===== src/rtl/icache_dm_if.sv =====
// Fetch-stage / memory-side signal bundle for icache_dm.
// slave = the cache's view, master = the fetch stage plus memory side as seen by the environment.
interface icache_dm_if #(
    parameter int unsigned ADDR_W = 30
);
    logic              proc_read;
    logic              proc_write;
    logic [ADDR_W-1:0] proc_addr;
    logic [31:0]       proc_wdata;
    logic [31:0]       proc_rdata;
    logic              proc_stall;
    logic              mem_read;
    logic              mem_write;
    logic [ADDR_W-3:0] mem_addr;
    logic [127:0]      mem_wdata;
    logic [127:0]      mem_rdata;
    logic              mem_ready;

    modport slave (
        input  proc_read, proc_write, proc_addr, proc_wdata, mem_rdata, mem_ready,
        output proc_rdata, proc_stall, mem_read, mem_write, mem_addr, mem_wdata
    );

    modport master (
        output proc_read, proc_write, proc_addr, proc_wdata, mem_rdata, mem_ready,
        input  proc_rdata, proc_stall, mem_read, mem_write, mem_addr, mem_wdata
    );
endinterface


===== src/rtl/icache_dm.sv =====
// Direct-mapped read-only instruction cache with 4-word lines and single-line refill.
// Optional hit/miss performance counters when ICACHE_PERF_EN is defined.
module icache_dm #(
    parameter int unsigned NUM_LINES = 8,
    parameter int unsigned ADDR_W    = 30
) (
    input  logic        clk,
    input  logic        proc_reset,
    icache_dm_if.slave  bus,
    output logic [31:0] perf_hit_cnt,
    output logic [31:0] perf_miss_cnt
);
    localparam int unsigned IDX_W  = $clog2(NUM_LINES);
    localparam int unsigned LINE_W = ADDR_W - 2;
    localparam int unsigned TAG_W  = ADDR_W - 2 - IDX_W;

    typedef enum logic {IDLE, FETCH} state_t;

    state_t             state;
    state_t             state_nx;
    logic [NUM_LINES-1:0] valid;
    logic [TAG_W-1:0]   tag_arr  [NUM_LINES];
    logic [127:0]       data_arr [NUM_LINES];
    logic [LINE_W-1:0]  mem_addr_q;

    logic [1:0]         offset;
    logic [IDX_W-1:0]   idx;
    logic [TAG_W-1:0]   tag;
    logic [IDX_W-1:0]   fill_idx;
    logic               hit;
    logic               stall;
    logic               miss_start;
    logic               fill;

    assign offset   = bus.proc_addr[1:0];
    assign idx      = bus.proc_addr[IDX_W+1:2];
    assign tag      = bus.proc_addr[ADDR_W-1:IDX_W+2];
    assign fill_idx = mem_addr_q[IDX_W-1:0];
    assign hit      = bus.proc_read & valid[idx] & (tag_arr[idx] == tag);

    // Next-state and stall decode
    always_comb begin
        state_nx   = state;
        stall      = 1'b0;
        miss_start = 1'b0;
        fill       = 1'b0;
        case (state)
            IDLE: begin
                if (bus.proc_read && !hit) begin
                    stall      = 1'b1;
                    miss_start = 1'b1;
                    state_nx   = FETCH;
                end
            end
            FETCH: begin
                stall = 1'b1;
                if (bus.mem_ready) begin
                    fill     = 1'b1;
                    state_nx = IDLE;
                end
            end
            default: state_nx = IDLE;
        endcase
        // Reset wins: no stall, and an in-flight line is dropped
        if (proc_reset) begin
            stall      = 1'b0;
            miss_start = 1'b0;
            fill       = 1'b0;
        end
    end

    always_ff @(posedge clk) begin
        if (proc_reset) begin
            state      <= IDLE;
            valid      <= '0;
            mem_addr_q <= '0;
        end else begin
            state <= state_nx;
            if (miss_start) mem_addr_q <= bus.proc_addr[ADDR_W-1:2];
            if (fill) valid[fill_idx] <= 1'b1;
        end
    end

    // Tag/data storage carries no reset; valid bits gate its use
    always_ff @(posedge clk) begin
        if (fill) begin
            tag_arr[fill_idx]  <= mem_addr_q[LINE_W-1:IDX_W];
            data_arr[fill_idx] <= bus.mem_rdata;
        end
    end

    assign bus.proc_rdata = data_arr[idx][{offset, 5'd0} +: 32];
    assign bus.proc_stall = stall;
    assign bus.mem_read   = (state == FETCH);
    assign bus.mem_addr   = mem_addr_q;
    assign bus.mem_write  = 1'b0;
    assign bus.mem_wdata  = '0;

    logic unused_wr;
    assign unused_wr = ^{bus.proc_write, bus.proc_wdata};

`ifdef ICACHE_PERF_EN
    logic [31:0] hit_cnt;
    logic [31:0] miss_cnt;

    // Saturating event counters
    always_ff @(posedge clk) begin
        if (proc_reset) begin
            hit_cnt  <= '0;
            miss_cnt <= '0;
        end else begin
            if (state == IDLE && hit && hit_cnt != 32'hFFFF_FFFF)
                hit_cnt <= hit_cnt + 32'd1;
            if (miss_start && miss_cnt != 32'hFFFF_FFFF)
                miss_cnt <= miss_cnt + 32'd1;
        end
    end

    assign perf_hit_cnt  = hit_cnt;
    assign perf_miss_cnt = miss_cnt;
`else
    assign perf_hit_cnt  = '0;
    assign perf_miss_cnt = '0;
`endif
endmodule


===== src/flat_wrapper.sv =====
// flat-port wrapper written by rule: the top's interface ports become plain ports
module icache_dm_flat 
#(
    parameter int unsigned NUM_LINES = 8,
    parameter int unsigned ADDR_W    = 30
)
  (clk, proc_reset, perf_hit_cnt, perf_miss_cnt, bus_proc_read, bus_proc_write, bus_proc_addr, bus_proc_wdata, bus_mem_rdata, bus_mem_ready, bus_proc_rdata, bus_proc_stall, bus_mem_read, bus_mem_write, bus_mem_addr, bus_mem_wdata);
  icache_dm_if #(.ADDR_W(ADDR_W)) bus_i ();
  input  logic clk;
  input  logic proc_reset;
  output logic [31:0] perf_hit_cnt;
  output logic [31:0] perf_miss_cnt;
  input wire logic [$bits(bus_i.proc_read)-1:0] bus_proc_read;
  input wire logic [$bits(bus_i.proc_write)-1:0] bus_proc_write;
  input wire logic [$bits(bus_i.proc_addr)-1:0] bus_proc_addr;
  input wire logic [$bits(bus_i.proc_wdata)-1:0] bus_proc_wdata;
  input wire logic [$bits(bus_i.mem_rdata)-1:0] bus_mem_rdata;
  input wire logic [$bits(bus_i.mem_ready)-1:0] bus_mem_ready;
  output wire logic [$bits(bus_i.proc_rdata)-1:0] bus_proc_rdata;
  output wire logic [$bits(bus_i.proc_stall)-1:0] bus_proc_stall;
  output wire logic [$bits(bus_i.mem_read)-1:0] bus_mem_read;
  output wire logic [$bits(bus_i.mem_write)-1:0] bus_mem_write;
  output wire logic [$bits(bus_i.mem_addr)-1:0] bus_mem_addr;
  output wire logic [$bits(bus_i.mem_wdata)-1:0] bus_mem_wdata;
  assign bus_i.proc_read = bus_proc_read;
  assign bus_i.proc_write = bus_proc_write;
  assign bus_i.proc_addr = bus_proc_addr;
  assign bus_i.proc_wdata = bus_proc_wdata;
  assign bus_i.mem_rdata = bus_mem_rdata;
  assign bus_i.mem_ready = bus_mem_ready;
  assign bus_proc_rdata = bus_i.proc_rdata;
  assign bus_proc_stall = bus_i.proc_stall;
  assign bus_mem_read = bus_i.mem_read;
  assign bus_mem_write = bus_i.mem_write;
  assign bus_mem_addr = bus_i.mem_addr;
  assign bus_mem_wdata = bus_i.mem_wdata;
  icache_dm #(.NUM_LINES(NUM_LINES), .ADDR_W(ADDR_W)) u_core (.clk(clk), .proc_reset(proc_reset), .bus(bus_i), .perf_hit_cnt(perf_hit_cnt), .perf_miss_cnt(perf_miss_cnt));
endmodule

===== config.mk =====
export PLATFORM = sky130hd
export DESIGN_NAME = icache_dm_flat
export DESIGN_NICKNAME = d
export VERILOG_FILES = /design/src/rtl/icache_dm_if.sv /design/src/rtl/icache_dm.sv /design/src/flat_wrapper.sv
export SDC_FILE = /design/constraint.sdc
export NUM_CORES = 1
export LEC_CHECK = 0
export BUFFER_PORTS_ARGS = -buffer_cell sky130_fd_sc_hd__buf_2
export CORE_MARGIN = 2
export CORE_UTILIZATION = 53
export DETAILED_ROUTE_END_ITERATION = 6
export GPL_ROUTABILITY_DRIVEN = 1
export GPL_TIMING_DRIVEN = 0
export PLACE_DENSITY = 0.75
export SLEW_MARGIN = 30
export SYNTH_ARGS = -nofsm -noshare
export SYNTH_HDL_FRONTEND = slang
export SYNTH_SLANG_ARGS = --single-unit

===== constraint.sdc =====
create_clock -name clk -period 16.9 [get_ports clk]
set_input_delay 5.07 -clock clk [delete_from_list [all_inputs] [get_ports clk]]
set_output_delay 5.07 -clock clk [all_outputs]
set_load 0.05 [all_outputs]

==> impl_metrics.tcl, run 1 <==
set metrics [dict create \
    cts_hold_buf 0 \
    postCtsSetupRepairBufs 0 \
    die-area_mm2 0.0960 \
    netlist_area_mm2 0.0496 \
    worst_slew_pin_slew_ps 1070 \
    power_density_mw_per_mm2 113 \
    worstHoldPathCells 2 \
    insertion_delay_ps 710 \
    ctsResizeCount 0 \
    synth_edf_count 1224 \
    drive_gt1_share_pct 39.3 \
    tritoncts "done" \
    cts-root-buf "clkbuf_16" \
    worst_ir_drop_vdd_mv 0.0866 \
    yosysUniqueCellTypes 37 \
    vias 24700 \
    die_height_um 310 \
    dr.first_iter.drc_count 3148 \
    pin_count 450 \
    grt_usage_pct 24.9 \
    hpwl_um 80200 \
    routed_wl_um 120000 \
    period_share_pct 85.2 \
    place_congestion 0.772 \
    ys_seq_area_share_pct 75.6 \
    cts_buffers 118 \
    num_rows 112 \
    hp-start "u_core.valid[5]" \
    drv_cap 0 \
    critPathCaptureType "output port" \
    die_w_um 310 \
    grt_overflow 0 \
    clkSlewWorstSetupHoldPaths_ps 60 \
    dr.pass1.iters 5 \
    clockBufferDepth 3 \
    outcome "finished clean" \
    ys.warnings.count 0 \
    cp.arrival_ps 9330 \
    rr_worst_depth 9 \
    skew_ps 44.9 \
    cp.required_ps 11830 \
    wire_per_inst_um 28.4 \
    slew_viol_final 0 \
    synth_seq_cells 1261 \
    start_util_pct 53.3 \
    fp.coreArea_mm2 0.0930 \
    r2r-start "u_core.bus.mem_read" \
    p_leak_nw 20.5 \
    placed_cells_incl_taps 3985 \
    grt_pass1_wl_um 170000 \
    critPathKind "input pin to output port" \
    nNetsFinal 3046 \
    setup_tns_ps 0 \
    stdcell_count 4219 \
    antenna_found_initial 43 \
    period_needed_ps 14400 \
    drc 0 \
    syn_avg_cell_area_um2 22.6 \
    cp-startpoint "bus_proc_addr[3]" \
    grt_max_degree 19 \
    synth-main-ff-cell "edfxtp_1" \
    htreeDepth 3 \
    fmax_ghz 0.0694 \
    antenna_left 0 \
    synth_cells 2198 \
    syn_to_final_growth_pct 19.5 \
    rsz0062_at_grt "no" \
    post_dp_cell_area_mm2 0.0552 \
    setup_violations 0 \
    hold_path_class "flip-flop to flip-flop" \
    grt_pass1_vias 24900 \
    final_area_mm2 0.0593 \
    avgViaCountPerCell 5.85 \
    finalHoldViolations 0 \
    start_kind "input pin" \
    crit_fanout 10 \
    async_reset_ff_share_pct 0 \
    relSlewSlack_pct 28.8 \
    io_buffers 218 \
    cts_num_sinks 1261 \
]
-- cells in the final DEF, fill, tap and decap left out, types with 7 or more instances in the layout --
cell | synthesis | layout
diode_2 | 0 | 11
clkbuf_16 | 0 | 120
buf_16 | 0 | 60
conb_1 | 1 | 193
mux2_2 | 38 | 38
bufinv_16 | 0 | 14
xor2_1 | 16 | 16
clkinv_1 | 0 | 21
nand2b_1 | 60 | 60
clkinv_2 | 0 | 26
a22oi_1 | 9 | 9
buf_2 | 15 | 257
clkbuf_8 | 0 | 7
clkbuf_1 | 49 | 67
o22ai_1 | 13 | 13
mux2i_1 | 82 | 82
edfxtp_1 | 1224 | 1224
buf_4 | 197 | 249
buf_6 | 3 | 7
nor2_1 | 25 | 19
dfxtp_1 | 37 | 37
mux4_2 | 350 | 350
-- registers in the layout, summed over array words and instances (netlist names) --
signal	cells
u_core.data_arr	1024
u_core.tag_arr	200
u_core.bus.mem_addr	28
u_core.valid	8
u_core.bus.mem_read	1
-- through the flow --
stage / util [%] / hold WS (ps) / power (mW) / worst slack [ps]
5_1_grt: 63.7 / 505 / 6.84 / 2420
3_5_place_dp: 59.4 / 459 / 4.04 / 2460
2_1_floorplan: - / 435 / 3.89 / 166
6_report: 63.7 / 469 / 6.67 / 2500
4_1_cts: 63.7 / 473 / 6.70 / 2460
3_3_place_gp: 56.9 / 443 / 4.03 / -11560
-- power by group --
group	internal, mW	total, mW	switching, mW
registers	3.45	3.46	0.0144
logic	0.179	0.520	0.340
clock network	1.55	2.69	1.14
total	5.18	6.67	1.49
-- cell usage after synthesis (2+ instances only) --
cell type,count,share of area (%)
edfxtp_1,1224,74
mux4_2,350,16
buf_4,197,3.0
mux2i_1,82,1.7
nand2b_1,60,0.76
clkbuf_1,49,0.37
mux2_2,38,0.86
dfxtp_1,37,1.5
buf_1,30,0.23
nor2_1,25,0.19
xor2_1,16,0.28
buf_2,15,0.15
o22ai_1,13,0.16
a22oi_1,9,0.14
a21oi_1,6,0.061
and3_1,6,0.076
nor3_1,5,0.050
nand2_1,4,0.030
nor2b_1,4,0.050
buf_6,3,0.068
nand4_1,3,0.038
o21a_1,3,0.045
or3_1,3,0.038
inv_1,2,0.015
o21ai_0,2,0.020
-- cells by family after synthesis --
family	count (synthesis)	share of synthesized area [%]
muxes	470	18.4
other	1	0.00756
DFF	1261	75.6
and+or+nand+nor	115	1.30
AOI/OAI and AO/OA	38	0.515
xor gates and xnor gates	17	0.300
buffers and inverters	296	3.82
-- final timing paths --
path,end,slack (ps)
setup reg to reg,u_core.data_arr[0][77],13770
setup / recovery,bus_proc_rdata[20],2500
hold reg to reg,u_core.valid[5],470
hold / removal,u_core.valid[5],470
-- layer usage --
metal	global-route usage [%]	share of wire (%)	wire length, um	vias to the layer above
li1	-	-	-	10100
met1	32.2	36	42700	12900
met2	41.7	51	61400	1372
met3	6.60	10	12500	257
met4	7.54	2.6	3070	44
met5	0	0.23	274	-
-- final cells by class --
cell class,count,area (um^2)
diodes,11,27.5
multi-input cells,833,11000
well taps,1254,1570
clock inverters,72,790
fillers,6078,33800
inverters,2,7.51
clock buffers,151,3190
flip-flops and latches,1261,37500
repair buffers,341,3290
plain buffers,294,1920
-- critical path, stage by stage --
cell and delay (ps):
buf_4 210, buf_6 220, buf_2 320, buf_2 400
buf_1 760, clkbuf_1 770, mux4_2 440, mux4_2 560
mux2_2 300, buf_2 250
No activity file was read; power rests on OpenSTA's default activity.
==> inputs of run 2 (changes only) <==
--- a/config.mk
+++ b/config.mk
@@ -6,6 +6,7 @@
 export NUM_CORES = 1
 export LEC_CHECK = 0
 export BUFFER_PORTS_ARGS = -buffer_cell sky130_fd_sc_hd__buf_2
+export CORE_ASPECT_RATIO = 0.9
 export CORE_MARGIN = 2
 export CORE_UTILIZATION = 53
 export DETAILED_ROUTE_END_ITERATION = 6
==> impl_metrics.tcl, run 2 (same netlist as run 1, synthesis figures left out) <==
set metrics [dict create \
    grt_max_degree 19 \
    io_buffers 218 \
    final_common_cell "edfxtp_1" \
    avgViaCountPerCell 5.88 \
    period_needed_ps 14350 \
    start_util_pct 53.4 \
    start_kind "input pin" \
    layout_setup_ws_ps 2550 \
    mostFrequentLayoutCells "edfxtp_1 (1224), mux4_2 (350), buf_2 (256)" \
    drc 0 \
    clockBufferDepth 3 \
    hold_path_class "flip-flop to flip-flop" \
    power.total_mw 6.77 \
    grtUsageMet1_pct 31.4 \
    crit_fanout 10 \
    stdcell_count 4211 \
    hpwl_um 78800 \
    preCtsSetupSlack_ps 2590 \
    slew_viol_final 0 \
    grt_use_met3_pct 6.40 \
    power_density_mw_per_mm2 114 \
    antenna_left 0 \
    dr.pass1.iters 6 \
    cts_buffers 118 \
    syn_to_final_growth_pct 19.8 \
    worst_slew_pin_slew_ps 1030 \
    place_congestion 0.783 \
    grt_overflow 0 \
    cts_num_sinks 1261 \
    worst_ir_drop_vdd_mv 0.0994 \
    regMostFlops "u_core.data_arr" \
    grt_pass1_vias 25000 \
    largest_reg_flops 1024 \
    grt_pass1_wl_um 170000 \
    cp.arrival_ps 9280 \
    post_dp_cell_area_mm2 0.0552 \
    num_rows 106 \
    vias 24800 \
    htreeDepth 3 \
    insertion_delay_ps 730 \
    rsz0062_at_grt "no" \
    cp.required_ps 11830 \
    die_height_um 294 \
    ctsResizeCount 0 \
    drive_gt1_share_pct 39.3 \
    final_area_mm2 0.0594 \
    grt_usage_pct 24.7 \
    postCtsSetupRepairBufs 0 \
    dr.first_iter.drc_count 2637 \
    pin_count 450 \
    finalHoldViolations 0 \
    placed_cells_incl_taps 3971 \
    setup_violations 0 \
    final_util_pct 64.0 \
    tritoncts "done" \
    outcome "finished clean" \
    critPathCaptureType "output port" \
    relSlewSlack_pct 31.6 \
    fmax_ghz 0.0697 \
    p_leak_nw 20.5 \
    wire_per_inst_um 28.4 \
    die_w_um 326 \
    antenna_found_initial 46 \
    critPathKind "input pin to output port" \
    nNetsFinal 3044 \
    die-area_mm2 0.0960 \
    period_share_pct 84.9 \
    fp.coreArea_mm2 0.0928 \
    routed_wl_um 120000 \
    cts-root-buf "clkbuf_16" \
    skew_ps 28.7 \
    cts_hold_buf 0 \
    top_usage_layer "met2" \
    grt.met2_usage_pct 40.8 \
    drv_cap 0 \
    clkSlewWorstSetupHoldPaths_ps 60 \
]
==> run 2: cell types whose count changed in the layout (fill, tap and decap cells not counted), sizes merged <==
cell / previous run / this run
diode: 11 / 17
buf: 586 / 582
bufinv: 14 / 21
clkbuf: 200 / 197
inv: 4 / 10
clkinv: 52 / 42
clkinvlp: 4 / 6
==> run 2: power by group <==
group          internal [mW]  switching [mW]
clock network           1.62            1.17
logic                  0.179           0.335
registers               3.45          0.0155
total                   5.25            1.52
==> run 2: area by class of cell <==
class	instances	area, um^2
Clock inverter	77	1020
Clock buffer	146	3080
Multi-Input combinational cell	833	11000
Tap cell	1242	1550
Timing Repair Buffer	339	3300
Buffer	294	1930
Sequential cell	1261	37500
Inverter	2	7.51
Fill cell	6017	33400
Antenna cell	17	42.5
==> run 2: final timing paths <==
path              cells after the start  slack (ps)                 from                       to
hold / removal                        2         480      u_core.valid[4]          u_core.valid[4]
hold reg to reg                       2         480      u_core.valid[4]          u_core.valid[4]
setup reg to reg                     10       13680  u_core.bus.mem_read  u_core.data_arr[0][107]
setup / recovery                     10        2550     bus_proc_addr[3]       bus_proc_rdata[21]
==> run 2: worst max-delay path, cell delays in order <==
cell and delay (ps):
buf_4 210, buf_6 210, buf_2 320, buf_2 390, clkbuf_1 710, clkbuf_1 790
mux4_2 420, mux4_2 570, mux2_2 340, buf_2 220
==> run 2: per-stage QoR <==
step,hold slack [ps],setup TNS (ps)
6_report,482,0
5_1_grt,491,0
4_1_cts,473,0
3_5_place_dp,459,0
3_3_place_gp,445,-5936960
2_1_floorplan,435,0
==> run 2: per-layer routing <==
metal  share of wire, %  wire length (um)  vias to the layer above
met5               0.19               230                        -
li1                   -                 -                    10100
met2                 51             61300                     1312
met4                3.6              4290                       38
met1                 36             42800                    13000
met3                9.1             10900                      262
